--- config.mk ---
export PLATFORM = sky130hd
export DESIGN_NAME = reg_pipe_stall_flat
export DESIGN_NICKNAME = d
export VERILOG_FILES = /design/src/rtl/reg_pipe_pkg.sv /design/src/rtl/reg_pipe_if.sv /design/src/rtl/reg_pipe_stage.sv /design/src/rtl/reg_pipe_stall.sv /design/src/flat_wrapper.sv
export SDC_FILE = /design/constraint.sdc
export NUM_CORES = 1
export LEC_CHECK = 0
export BUFFER_PORTS_ARGS = -buffer_cell sky130_fd_sc_hd__clkbuf_2
export CORE_MARGIN = 2
export CORE_UTILIZATION = 30
export DETAILED_ROUTE_END_ITERATION = 7
export GPL_TIMING_DRIVEN = 0
export PLACE_DENSITY = 0.53
export SLEW_MARGIN = 5
export SYNTH_ARGS = -nofsm -noshare
export SYNTH_HDL_FRONTEND = slang
export SYNTH_HIERARCHICAL = 1
export SYNTH_SLANG_ARGS = --single-unit
--- constraint.sdc ---
create_clock -name clk -period 1.85 [get_ports clk]
set_input_delay 0.4625 -clock clk [delete_from_list [all_inputs] [get_ports clk]]
set_output_delay 0.4625 -clock clk [all_outputs]
set_load 0.02 [all_outputs]
--- src/rtl/reg_pipe_pkg.sv ---
// Shared sizing helpers for the stallable register pipeline.
package reg_pipe_pkg;

  function automatic int clog2(input int value);
    int result;
    result = 0;
    while ((1 << result) < value) result++;
    return result;
  endfunction

  // Width of a counter that must hold 0..depth inclusive.
  function automatic int occ_width(input int depth);
    return clog2(depth + 1);
  endfunction

endpackage

--- src/rtl/reg_pipe_if.sv ---
// Valid/ready/data handshake bundle; master drives valid and data, slave drives ready.
interface reg_pipe_if #(
  parameter int WIDTH = 8
);
  logic             valid;
  logic [WIDTH-1:0] data;
  logic             ready;

  modport master (output valid, output data, input ready);
  modport slave  (input valid, input data, output ready);
endinterface

--- src/rtl/reg_pipe_stage.sv ---
// One pipeline slot: a valid flop plus a data flop that only captures real words.
module reg_pipe_stage #(
  parameter int WIDTH = 8
) (
  input  logic             clk,
  input  logic             reset,
  input  logic             clear,
  input  logic             load,
  input  logic             in_valid,
  input  logic [WIDTH-1:0] in_data,
  output logic             valid,
  output logic [WIDTH-1:0] data
);

  // Bubbles advance through the valid bit but never overwrite the data register.
  always_ff @(posedge clk or negedge reset) begin
    if (!reset) begin
      valid <= 1'b0;
      data  <= '0;
    end else if (clear) begin
      valid <= 1'b0;
    end else if (load) begin
      valid <= in_valid;
      if (in_valid) begin
        data <= in_data;
      end
    end
  end

endmodule

--- src/rtl/reg_pipe_stall.sv ---
// DEPTH-stage valid/ready register pipeline with bubble collapsing and synchronous flush.
// Define REG_PIPE_OCCUPANCY_EN to add the registered occupancy count port.
module reg_pipe_stall
  import reg_pipe_pkg::*;
#(
  parameter int WIDTH = 8,
  parameter int DEPTH = 3
) (
  input  logic       clk,
  input  logic       reset,
  input  logic       flush,
  reg_pipe_if.slave  up,
  reg_pipe_if.master dn
`ifdef REG_PIPE_OCCUPANCY_EN
  ,
  output logic [occ_width(DEPTH)-1:0] occupancy
`endif
);

  logic             v   [DEPTH];
  logic [WIDTH-1:0] d   [DEPTH];
  logic             rdy [DEPTH];

  // A stage can load if it is empty or everything ahead of it can move.
  always_comb begin : ready_chain
    logic chain;
    chain = dn.ready;
    for (int k = DEPTH - 1; k >= 0; k--) begin
      chain  = chain | !v[k];
      rdy[k] = chain;
    end
  end

  for (genvar k = 0; k < DEPTH; k++) begin : g_stage
    logic             src_valid;
    logic [WIDTH-1:0] src_data;

    if (k == 0) begin : g_head
      assign src_valid = up.valid;
      assign src_data  = up.data;
    end else begin : g_body
      assign src_valid = v[k-1];
      assign src_data  = d[k-1];
    end

    reg_pipe_stage #(
      .WIDTH(WIDTH)
    ) u_stage (
      .clk      (clk),
      .reset    (reset),
      .clear    (flush),
      .load     (rdy[k]),
      .in_valid (src_valid),
      .in_data  (src_data),
      .valid    (v[k]),
      .data     (d[k])
    );
  end

  assign up.ready = rdy[0] & !flush;
  assign dn.valid = v[DEPTH-1] & !flush;
  assign dn.data  = d[DEPTH-1];

`ifdef REG_PIPE_OCCUPANCY_EN
  logic in_hs;
  logic out_hs;

  assign in_hs  = up.valid & up.ready;
  assign out_hs = dn.valid & dn.ready;

  // Simultaneous push and pop leave the count unchanged.
  always_ff @(posedge clk or negedge reset) begin
    if (!reset) begin
      occupancy <= '0;
    end else if (flush) begin
      occupancy <= '0;
    end else if (in_hs && !out_hs) begin
      occupancy <= occupancy + 1'b1;
    end else if (!in_hs && out_hs) begin
      occupancy <= occupancy - 1'b1;
    end
  end
`endif

endmodule

--- src/flat_wrapper.sv ---
// flat-port wrapper written by rule: the top's interface ports become plain ports
module reg_pipe_stall_flat import reg_pipe_pkg::*;
#(
  parameter int WIDTH = 8,
  parameter int DEPTH = 3
)
  (clk, reset, flush, up_valid, up_data, up_ready, dn_valid, dn_data, dn_ready);
  reg_pipe_if #(.WIDTH(WIDTH)) up_i ();
  reg_pipe_if #(.WIDTH(WIDTH)) dn_i ();
  input  logic clk;
  input  logic reset;
  input  logic flush;
  input wire logic [$bits(up_i.valid)-1:0] up_valid;
  input wire logic [$bits(up_i.data)-1:0] up_data;
  output wire logic [$bits(up_i.ready)-1:0] up_ready;
  output wire logic [$bits(dn_i.valid)-1:0] dn_valid;
  output wire logic [$bits(dn_i.data)-1:0] dn_data;
  input wire logic [$bits(dn_i.ready)-1:0] dn_ready;
  assign up_i.valid = up_valid;
  assign up_i.data = up_data;
  assign up_ready = up_i.ready;
  assign dn_valid = dn_i.valid;
  assign dn_data = dn_i.data;
  assign dn_i.ready = dn_ready;
  reg_pipe_stall #(.WIDTH(WIDTH), .DEPTH(DEPTH)) u_core (.clk(clk), .reset(reset), .flush(flush), .up(up_i), .dn(dn_i));
endmodule
**After elaboration in Yosys (flattened, before gate mapping)**

Cells that the tools add are included.

- Reductions and logical operators: 10
- Multiplexer cells: 6
- Bitwise operators: 6

Operators with widths:

| cell | number |
|---|---|
| AND reduction 3 bit | 3 |
| 2-to-1 mux 1 bit | 6 |
| nonzero test 2 bit | 3 |
| logical NOT 1 bit | 4 |
| bitwise OR 1 bit | 3 |
| bitwise AND 1 bit | 2 |
| inverter 1 bit | 1 |

- Bits in registers: 27
- Output and inout bits: 10
- Logic and storage cells: 28
- Input port bits: 13

**Longest topological paths before layout**

- Depth after elaboration: 6
- Depth in mapped cells: 4
- Mapped depth without buffers: 4

**Cells and area by module**

The synthesis kept the hierarchy.

By module, submodules not included:

| module | times used | area each (um^2) | cells each |
|---|---|---|---|
| reg_pipe_stage | 3 | 349.1 | 20 |
| reg_pipe_stall | 1 | 38.8 | 6 |

**Worst setup path before layout**

OpenSTA, ideal clock, no wires.

- Path kind: flip-flop to output port
- From: register u_core.g_stage[2].u_stage.valid
- To: output up_ready
- Required time: 1387 ps
- Slack: 499 ps
- Stages on the path, launching flop included: 3
- Arrival time: 889 ps
- Cells stage by stage: dfrtp_1 -> nor2b_4 -> a31oi_1

- Word-level cells in the longest chain between the ends: 5

RTL lines:

| element | RTL line | RTL |
|---|---|---|
| start, declared | reg_pipe_stage.sv:11 | `output logic valid,` |
| start signal, assigned | reg_pipe_stage.sv:23 | `valid <= in_valid;` |
| logical NOT 1 bit | reg_pipe_stall.sv:29 | `chain = chain \| !v[k];` |
| bitwise OR 1 bit (3 in series) | reg_pipe_stall.sv:29 |  |
| bitwise AND 1 bit | reg_pipe_stall.sv:60 | `assign up.ready = rdy[0] & !flush;` |
| end, declared | flat_wrapper.sv:15 | `output wire logic [$bits(up_i.ready)-1:0] up_ready;` |

No other way between the ends.

**Final worst setup path**

Same ends and word-level chain as after synthesis.

==> out/results.tsv <==
metric	value	unit
Adder-Cell Fraction of Synth Area	0	
Syn Inst Count	66	
top cells by area, synth	dfrtp_1, mux2_2, nand3b_4	
area delta synth->final	18.2	%
final core utilization	0.376	
final setup skew	9.85	ps
# Max-Cap Violations	0	
Period minus WS final	1710	ps
first-pass GRT wire length	3.04	mm
Initial Utilization	0.318	
Worst-path clk slew	150	ps
M3 GR Usage	0.0246	
H-tree lvl count	1	
Post-DRT Antenna Nets	0	
worst-path cell chain	nor2b_4, a31oi_1, clkbuf_2	
Simple-Gate Fraction of Synth Area	0.0922	
# DRC	0	
WL final	1.69	mm
Clock Latency Late Sink	320	ps
FF-to-FF End	u_core/g_stage[0].u_stage/data[1]	
top-area cell type share of the netlist area	0.622	
compound-gate portion of the synthesized area	0.00576	
final setup fails	0	
setup tns final	0	ps
Worst VDD drop	515	uV
relative slew slack	0.570	
clock sinks	27	
# resized after CTS	0	
dpl ws	276	ps
worst-path fanout max	4	
slowest cell on the critical path	dfrtp_1	
CP arrival	1250	ps
placed instance count	134	
FF-to-FF Start	u_core/g_stage[2].u_stage/valid	
Chip Width	64.2	um
Critical Path Source Type	register	
Max Buffers Root-to-Sink	2	
syn_nets	79	
Layout Nets	106	
CTS tree	done	
slew at the pin closest to its max-slew limit	645	ps
Avg WL per Cell	12.3	um
First-pass DRT Iterations	4	
min setup slack post-route	141	ps
total power	1.42	mW
GR met1 Demand/Resource	0.111	
std cell rows	21	
Worst R2R Path Depth	4	
fraction of synthesized area in multiplexers	0.276	
placed cell area	0.00125	mm^2
reg2reg setup slack	440	ps
IO buf count	22	
outcome	completed	
Max Fclk	585	MHz
core box area	0.00342	mm^2
Worst Path Required	1390	ps
Hold Fails Final Rpt	0	
drt initial violations	12	
pwr dens	1100	mW/mm^2
post-DP HPWL	1.22	mm
cts bufs inserted	3	
post-synthesis cell type count	11	
die height	64.2	um
RSZ-0062 raised after global routing	no	
WS Path Type	register to primary output	
synthesized flop and latch total	27	
crit end category	primary output	
initial antenna violation count	0	
Min-Delay Path Class	input port to async pin	
GRT Resource Usage Total	0.0987	
FILL cells	351	
Syn Area/Cell	16.5	um^2
Yosys Warn Count	6	
Seq/Total Area, Yosys	0.622	
Hold Buf Count CTS	0	
combinational family with the most area after synthesis	multiplexers	
GRT Residual Overflow	0	
largest net degree at the start of global routing	28	
Ports	23	
Leak	0.607	nW
n_diodes	0	
clock root buffer	clkbuf_4	
Die ar.	0.00412	mm^2
GR peak layer	met2	
routing usage on met2	0.169	
Tcrit/Tclk final	0.924	
CP max stage delay	420	ps
final count of pins violating max slew	0	
global placement routability congestion	0.640	
Post CTS Setup Buffer Count	0	
Finished Layout Cells	138	
worst hold slack	133	ps
Via density	4.47	
share of layout cells above drive strength 1	0.587	
xor and xnor area share after synthesis	0	
Synth area leader	dfrtp_1	
synthesized cell area	0.00109	mm^2
design area	0.00128	mm^2
number of global-route vias before repair	663	
vias	617	
[power by group]
part | total, mW | internal [mW] | switching, mW
logic | 0.360 | 0.177 | 0.184
registers | 0.805 | 0.738 | 0.0675
clock network | 0.253 | 0.0826 | 0.170
[layout by cell type, fill, tap and decap left out, drive strengths merged]
| cell | count |
|---|---|
| a31oi | 1 |
| nor2b | 2 |
| mux2i | 3 |
| mux2 | 24 |
| inv | 1 |
| clkbuf | 25 |
| nand3 | 1 |
| nand2 | 1 |
| nand3b | 3 |
| nor2 | 3 |
| dfrtp | 27 |
| clkinvlp | 1 |
[worst max-delay path by stage]
stage	slack, ps	startpoint	to	cells past startpoint
after floorplan	500	u_core/g_stage[2].u_stage/valid	up_ready	2
after global placement	320	dn_ready	u_core/g_stage[0].u_stage/data[4]	5
after detailed placement	280	dn_ready	u_core/g_stage[0].u_stage/data[1]	5
after CTS	130	u_core/g_stage[2].u_stage/valid	up_ready	3
after global routing	4	u_core/g_stage[2].u_stage/valid	up_ready	3
final	140	u_core/g_stage[2].u_stage/valid	up_ready	3
[flip-flops by register name, indices dropped and copies added, names as in the netlist]
signal                        count
u_core/g_stage.u_stage/valid      3
u_core/g_stage.u_stage/data      24
[final cells by class]
class	instances	area [um^2]	share of cell area
Clock buffer	3	22.5	0.0175
Clock inverter	1	7.51	0.00585
Inverter	1	3.75	0.00292
Multi-Input combinational cell	38	407	0.317
Sequential cell	27	676	0.526
Tap cell	46	57.6	0.0448
Timing Repair Buffer	22	110	0.0858
[kinds of logic after synthesis]
kind of cell / Yosys count
AND/OR/NAND/NOR: 10
multiplexers: 27
buffers and inverters: 1
flip-flops: 27
AO/OA/AOI/OAI: 1
[cell usage after synthesis]
library cell  instances
a31oi_1               1
dfrtp_1              27
inv_1                 1
mux2_2               24
mux2i_1               3
nand2_1               1
nand3_1               1
nand3b_4              3
nor2_1                3
nor2b_1               1
nor2b_4               1
[layer usage]
metal | up-vias | part of all wire
met5 | - | 0
met1 | 320 | 0.44
li1 | 285 | -
met2 | 10 | 0.52
met4 | 0 | 0.011
met3 | 2 | 0.034
[worst max-delay path, delay by kind of cell, from the launching register on]
family          cells  cell delay (ps)
flops               1              420
buf+inv             1              200
compound gates      1              170
simple gates        1              140
Note: power is estimated with default switching activity, not from simulation.
